## config.mk

```make
export PLATFORM = sky130hd
export DESIGN_NAME = seg7_scan_driver
export DESIGN_NICKNAME = d
export VERILOG_FILES = /design/src/rtl/seg7_pkg.sv /design/src/rtl/seg7_hex_decode.sv /design/src/rtl/seg7_scan_driver.sv
export SDC_FILE = /design/constraint.sdc
export NUM_CORES = 1
export LEC_CHECK = 0
export ABC_AREA = 1
export BUFFER_PORTS_ARGS = -buffer_cell sky130_fd_sc_hd__buf_2
export CAP_MARGIN = 30
export CORE_MARGIN = 2
export CORE_UTILIZATION = 31
export DETAILED_ROUTE_END_ITERATION = 8
export PLACE_DENSITY = 0.63
export SYNTH_ARGS = -nofsm -noshare
export SYNTH_HDL_FRONTEND = slang
export SYNTH_SLANG_ARGS = --single-unit
```

## constraint.sdc

```tcl
create_clock -name CLK -period 1.3 [get_ports CLK]
set_clock_uncertainty 0.1 [all_clocks]
set_input_delay 0.195 -clock CLK [delete_from_list [all_inputs] [get_ports CLK]]
set_output_delay 0.195 -clock CLK [all_outputs]
set_load 0.02 [all_outputs]
```

## src/rtl/seg7_pkg.sv

```systemverilog
// Shared definitions for the 7-segment display blocks: segment bit positions,
// all-dark output codes and the hex-digit glyph table.
package seg7_pkg;

  // Bit position of each segment inside the 8-bit segment bus.
  typedef enum logic [2:0] {
    SEG_A  = 3'd0,
    SEG_B  = 3'd1,
    SEG_C  = 3'd2,
    SEG_D  = 3'd3,
    SEG_E  = 3'd4,
    SEG_F  = 3'd5,
    SEG_G  = 3'd6,
    SEG_DP = 3'd7
  } seg_idx_e;

  // Active-low "everything dark" codes for segments and digit enables.
  localparam logic [7:0] SEG_OFF = 8'hFF;
  localparam logic [3:0] DIG_OFF = 4'hF;

  // Active-high glyphs, bit 0 = segment a ... bit 6 = segment g.
  localparam logic [6:0] HEX7_LUT [16] = '{
    7'h3F, 7'h06, 7'h5B, 7'h4F, 7'h66, 7'h6D, 7'h7D, 7'h07,
    7'h7F, 7'h6F, 7'h77, 7'h7C, 7'h39, 7'h5E, 7'h79, 7'h71
  };

  function automatic logic [6:0] hex7(input logic [3:0] nib);
    return HEX7_LUT[nib];
  endfunction

endpackage

```

## src/rtl/seg7_hex_decode.sv

```systemverilog
// Combinational nibble to active-high 7-segment glyph (g..a).
module seg7_hex_decode
  import seg7_pkg::*;
(
  input  logic [3:0] nib,
  output logic [6:0] seg
);

  assign seg = hex7(nib);

endmodule

```

## src/rtl/seg7_scan_driver.sv

```systemverilog
// Time-multiplexed driver for a common-anode 4-digit 7-segment display.
// Each digit owns a slot of SCAN_DIV cycles; the first BLANK_CYC cycles of a
// slot keep every digit dark so the previous digit's glyph cannot ghost onto
// the next one. The digit's value is snapshotted in the last dark cycle, so
// input changes during the drive phase only show up in the next slot.
module seg7_scan_driver
  import seg7_pkg::*;
#(
  parameter int SCAN_DIV  = 2500,
  parameter int BLANK_CYC = 8,
  parameter int CNT_W     = 12
) (
  input  logic       CLK,
  input  logic       RST,
  input  logic [3:0] SEG_A_VAL,
  input  logic [3:0] SEG_B_VAL,
  input  logic [3:0] SEG_C_VAL,
  input  logic [3:0] SEG_D_VAL,
  input  logic [3:0] DP_IN,
  input  logic [3:0] BLANK_IN,
  output logic [7:0] SEG_N,
  output logic [3:0] DIG_N,
  output logic       FRAME_P
);

  localparam logic [CNT_W-1:0] CNT_LAST  = CNT_W'(SCAN_DIV - 1);
  localparam logic [CNT_W-1:0] CNT_SNAP  = CNT_W'(BLANK_CYC - 1);
  localparam logic [CNT_W-1:0] CNT_BLANK = CNT_W'(BLANK_CYC);

  logic [CNT_W-1:0] cnt_q, cnt_d;
  logic [1:0]       idx_q, idx_d;
  logic [3:0]       val_q, val_d;
  logic             dp_q, dp_d;
  logic             off_q, off_d;
  logic [7:0]       seg_n_q, seg_n_d;
  logic [3:0]       dig_n_q, dig_n_d;
  logic             frame_p_q, frame_p_d;

  logic [3:0]       nib_sel;
  logic [6:0]       glyph;

  seg7_hex_decode u_dec (
    .nib (val_q),
    .seg (glyph)
  );

  // Pick the nibble belonging to the digit currently being scanned.
  always_comb begin
    nib_sel = SEG_A_VAL;
    case (idx_q)
      2'd0:    nib_sel = SEG_A_VAL;
      2'd1:    nib_sel = SEG_B_VAL;
      2'd2:    nib_sel = SEG_C_VAL;
      default: nib_sel = SEG_D_VAL;
    endcase
  end

  // Slot sequencing, end-of-blanking snapshot and registered pin values.
  always_comb begin
    cnt_d     = cnt_q + CNT_W'(1);
    idx_d     = idx_q;
    val_d     = val_q;
    dp_d      = dp_q;
    off_d     = off_q;
    seg_n_d   = SEG_OFF;
    dig_n_d   = DIG_OFF;
    frame_p_d = 1'b0;

    if (cnt_q == CNT_LAST) begin
      cnt_d = '0;
      idx_d = idx_q + 2'd1;
    end

    if (cnt_q == CNT_SNAP) begin
      val_d = nib_sel;
      dp_d  = DP_IN[idx_q];
      off_d = BLANK_IN[idx_q];
    end

    // Digit enable is derived from idx alone, so at most one bit can be low.
    if (!(cnt_q < CNT_BLANK) && !off_q) begin
      dig_n_d = ~(4'b0001 << idx_q);
      seg_n_d = {~dp_q, ~glyph};
    end

    frame_p_d = (cnt_q == CNT_LAST) && (idx_q == 2'd3);
  end

  // State and output registers; reset darkens the display immediately.
  always_ff @(posedge CLK) begin
    if (RST) begin
      cnt_q     <= '0;
      idx_q     <= 2'd0;
      val_q     <= 4'd0;
      dp_q      <= 1'b0;
      off_q     <= 1'b1;
      seg_n_q   <= SEG_OFF;
      dig_n_q   <= DIG_OFF;
      frame_p_q <= 1'b0;
    end else begin
      cnt_q     <= cnt_d;
      idx_q     <= idx_d;
      val_q     <= val_d;
      dp_q      <= dp_d;
      off_q     <= off_d;
      seg_n_q   <= seg_n_d;
      dig_n_q   <= dig_n_d;
      frame_p_q <= frame_p_d;
    end
  end

  assign SEG_N   = seg_n_q;
  assign DIG_N   = dig_n_q;
  assign FRAME_P = frame_p_q;

endmodule

```

* Yosys cells after proc, flatten, opt, wreduce, memory -nomap -nowiden *
Memory sizes are Yosys's and may differ from the RTL's.
Cells that the tools add are included.

word-level totals
  bits in registers = 33
  bits in latches = 0
  RAM bits = 0
  memory bits (read-only) = 112
  logic and storage cells = 39
  memories kept = 1

memories
  memory           words  width  read ports  clocked after memory_dff  write ports  line            text
  (no name shown)  16     7      1           0                         0            seg7_pkg.sv:28  return HEX7_LUT[nib];

cells by class
  add/sub/neg operators = 2
  $mul = 0
  div/mod/pow operators = 0
  magnitude comparators = 3
  eq/ne operators = 5
  shifts and indexed selects = 1
  mux-type cells = 7
  bitwise operators = 5
  reduce and logical (&&, ||, !) cells = 7

operator list
  cell                                                          number
  2-to-1 mux 7 bit                                              2
  adder 12 x 1 -> 12 bit (second input constant)                1
  equality test 12 bit (second input constant)                  1
  equality test 12 x 3 -> 1 bit (second input constant)         1
  less-than comparator 12 x 4 -> 1 bit (second input constant)  1
  case mux 4 bit (3 select lines)                               1
  NOT 7 bit                                                     1
  greater-or-equal comparator 5 bit (second input constant)     1
  NOT 4 -> 5 bit                                                1
  binary-select mux 1 bit (select 2 bit)                        2
  equality test 2 bit (second input constant)                   2
  NOT 4 bit                                                     1
  OR reduction 2 bit                                            2
  << shifter 1 x 2 -> 4 bit (first input constant)              1
  less-than comparator 2 x 3 -> 1 bit (second input constant)   1
  adder 2 x 1 -> 2 bit (second input constant)                  1
  equality test 2 x 1 -> 1 bit (second input constant)          1
  logical AND 1 bit                                             2
  zero test 1 bit                                               2
  zero test 2 bit                                               1
  2-to-1 mux 1 bit                                              2
  NOT 1 bit                                                     2

* Depth between registers and ports, before layout *
  word-level depth = 5
  gate-level depth with buffers = 8
  depth with buffers taken out = 8

* Modules after synthesis *
Synthesis repeated with hierarchy kept, for this count alone.

unflattened totals
  cell total of the unflattened synthesis = 280
  area total of the unflattened synthesis = 1885.6 sq um

by module, submodules not included
  module            times used  cells each  area an instance (sq um)  seq. area each (sq um)
  seg7_scan_driver  1           227         1582.8                    660.6
  seg7_hex_decode   1           53          302.8                     0.0

* Least setup slack after synthesis *
Ideal clock, no wire load.

  path type = reg2reg
  from = register cnt_q[0]
  to = register cnt_q[6]
  data arrival time = 1.179 ns
  slack = -0.094 ns
  stages on the path, launching flop included = 8
  period minus slack after synthesis = 1.394 ns
  cells stage by stage = dfxtp_1 ha_1 nand3_1 nor2_2 nand2_2 nand2_4 buf_12 nor2_2

between the ends
  cells in the longest elaborated chain, start to end = 2
  elaborated cells between the ends (all ways) = 3

RTL lines
  what                                                                            line                     text
  from (decl)                                                                     seg7_scan_driver.sv:30   logic [CNT_W-1:0] cnt_q, cnt_d;
  from (signal assigned)                                                          seg7_scan_driver.sv:101  cnt_q <= cnt_d;
  parallel branches: the longest is 2 deep, another holds adder 12 x 1 -> 12 bit  --

Several ways; the timed one is not identified.
A chain may end at the register's enable or synchronous reset.

* Worst setup path after layout *
  from = register cnt_q[4]
  to = register val_q[3]

between the ends
  cells in the longest elaborated chain, start to end = 1

RTL lines
  what                           line                     text
  equality test 12 x 3 -> 1 bit  seg7_scan_driver.sv:74   if (cnt_q == CNT_SNAP) begin
  to (signal assigned)           seg7_scan_driver.sv:103  val_q <= val_d;
  to (decl)                      seg7_scan_driver.sv:32   logic [3:0] val_q, val_d;

No other way between the ends.

==> impl_metrics.tcl <==
set metrics [dict create \
    routed-via-count 1832 \
    cp.required_ps 1390 \
    power_density_nw_per_um2 814 \
    max_freq_ghz 0.764 \
    min_to "off_q$_SDFFE_PP1N_" \
    grt_pass1_wl_microns 7440 \
    core_sq_um 5540 \
    avgSynthCellArea_sq_um 6.89 \
    period_needed_ps 1310 \
    ctsLongestPathBuffers 2 \
    critPathTopFamily "simple AND/OR/NAND/NOR gates" \
    final_antenna_net_count 0 \
    seq_area_frac_synth_pct 37.0 \
    final_common_cell "nand2_1" \
    layout_common_cells "nand2_1, buf_2, buf_4" \
    combPwrFrac_pct 6.1 \
    synth.cell_area_sq_um 1780 \
    die_area_sq_um 6380 \
    drt-wirelength-per-cell_microns 11.1 \
    cp_cell_sequence "nor2_4 -> buf_4 -> nand2_2 -> nor2_4 -> nand2_2 -> nor2_1 -> nor2_1" \
    slew_headroom_pct 73.3 \
    status "finished with violations" \
    power_uw 2190 \
    worstPathBufferInverterCount 1 \
    hold_viol 0 \
    syn_nets 296 \
    first_iter_violations 49 \
    die_w_microns 79.9 \
    numPortBuffers 38 \
    ys_warn_count 0 \
    htree_levels 2 \
    grt_util_all_layers_pct 14.7 \
    layout-drive-gt1-share_pct 44.2 \
    cp.arrival_ps 1400 \
    grt_pass1_vias 1825 \
    antenna_found_initial 0 \
    synth_cell_type_count 24 \
    r2r-start "cnt_q[4]$_SDFF_PP0_" \
    hold_class "in2reg" \
    violations "setup timing" \
    path_max_fanout 5 \
    ioPinCount 39 \
    wirelength_microns 4550 \
    cts_sinks 33 \
    worstSkewPairLatency_ps 290 \
    gr-total-overflow 0 \
    multi_input_area_sq_um 1220 \
    cts_tree "built" \
    setup.worst_path.start "cnt_q[4]$_SDFF_PP0_" \
    critPathKind "reg2reg" \
    n_antenna_cell 0 \
    hold_buffers 0 \
    cts-root-buf "clkbuf_8" \
    hold_depth 5 \
    fin_crit_sh_pct 101 \
    cp_slowest_cell "dfxtp_4" \
    slew_viol_final 0 \
    regToRegSetupSlack_ps -9 \
    r2r-end "val_q[3]$_SDFFE_PP0N_" \
    worst_setup_path_start_kind "register" \
    max_stage_delay_ps 360 \
    grt_max_degree 13 \
    setup_slack_ps -9.38 \
    regArea_sq_um 684 \
    die_y_microns 79.9 \
    power_switching_share_pct 21.9 \
    p_seq_share_pct 46.8 \
    max_slew.worst_pin.slew_ps 398 \
    ir_worst_vdd_mv 0.794 \
    p_sw_uw 479 \
    cts_buffers 5 \
    r2r_cells 7 \
    drtPass1Iterations 4 \
    syn-instance-count 259 \
    avgViaCountPerCell 4.48 \
    nNetsFinal 373 \
    setup_viol 2 \
    hp-start "BLANK_IN[2]" \
    clock_power_share_pct 47.0 \
    p_int_uw 1710 \
    cp-end-kind "register" \
    rsz0062_at_grt "true" \
    std_cell_rows 27 \
    initial_core_util_pct 32.2 \
    dp.final_hpwl_microns 3090 \
    routabilityCongestion 0.828 \
    clk_pin_slew_ps 70 \
    placed_cell_area_sq_um 2270 \
    synth_seq_cells 33 \
    maxCapViolCount 0 \
    area_growth_pct 50.5 \
    fill_cells 548 \
    finalInstanceArea_sq_um 2690 \
    drc_errors 0 \
    leakagePower_uw 0.00115 \
]
worst min-delay path, cell delays in order:
cell and delay (ps):
buf_2 70, nand2_1 50, nand3_1 60, nand4_1 90, nand3_1 70
synth_stat cells (all sizes together):
master	count	area share [%]
o21ai	12	3.4
nand4	4	1.4
or2	1	0.35
a21oi	18	5.7
o31ai	1	0.42
dfxtp	33	37
nand2	81	18
clkinv	2	0.42
nor2	42	11
ha	11	7.7
inv	29	6.1
nand3	18	5.3
nor3	1	0.28
xnor2	3	1.5
buf	3	2.0
layout make-up:
| class | count | area share, % |
|---|---|---|
| well taps | 72 | 3.36 |
| clock buffers | 7 | 3.22 |
| multi-input cells | 194 | 45.4 |
| flip-flops and latches | 33 | 25.5 |
| clock inverters | 1 | 1.12 |
| repair buffers | 71 | 16.9 |
| inverters | 31 | 4.52 |
worst max path at each step:
stage | end | slack [ps] | cells after the start
6_report | val_q[3]$_SDFFE_PP0N_ | -9 | 7
5_1_grt | idx_q[1]$_SDFFE_PP0P_ | -80 | 8
4_1_cts | SEG_N[3]$_SDFF_PP1_ | 5 | 7
3_5_place_dp | SEG_N[4]$_SDFF_PP1_ | -320 | 3
3_3_place_gp | SEG_N[2]$_SDFF_PP1_ | -270 | 4
2_1_floorplan | cnt_q[6]$_SDFF_PP0_ | 2 | 7
power by group through the flow:
stage	registers, uW	logic [uW]	clock network, uW
2_1_floorplan	1060	63.6	0
6_report	1020	134	1030
3_3_place_gp	1050	117	0
3_5_place_dp	1050	119	0
5_1_grt	1020	149	1080
4_1_cts	1030	126	1030
repair_timing:
action	in CTS	in global routing
endpoints found under the setup margin	30	33
gates cloned	1	1
resized for setup	20	56
buffers inserted	0	3
pin swaps	2	16
registers in the layout (all words and copies together), names as in the netlist:
register and flops:
FRAME_P 1, off_q 1, idx_q 2, cnt_q 12, dp_q 1, DIG_N 4, SEG_N 8, val_q 4
routing by layer:
layer	up-vias	global-route usage, %	wire length [microns]
met3	10	3.85	139
met2	26	26.7	2310
li1	968	-	-
met1	828	16.2	2010
met5	-	0	0
met4	0	5.93	82
logic make-up (layout without fill, tap and decap cells):
group	Yosys count	count (layout)	share of synthesized area (%)
simple gates	147	149	35.8
buf+inv	34	110	8.56
flops	33	33	37.0
compound gates	31	31	9.47
fa+ha+maj	11	11	7.71
xor+xnor	3	3	1.47
metrics by stage:
step	setup slack [ps]	instances	util (%)	TNS, ps	hold slack [ps]
global route	-75.5	409	48.5	-811	204
CTS	5.13	405	44.9	0	172
floorplan	2.24	259	-	0	266
detailed placement	-316	396	41.1	-4850	276
global placement	-273	396	41.1	-4220	275
finish	-9.38	409	48.5	-14.3	172
No activity file was read; power rests on OpenSTA's default activity.
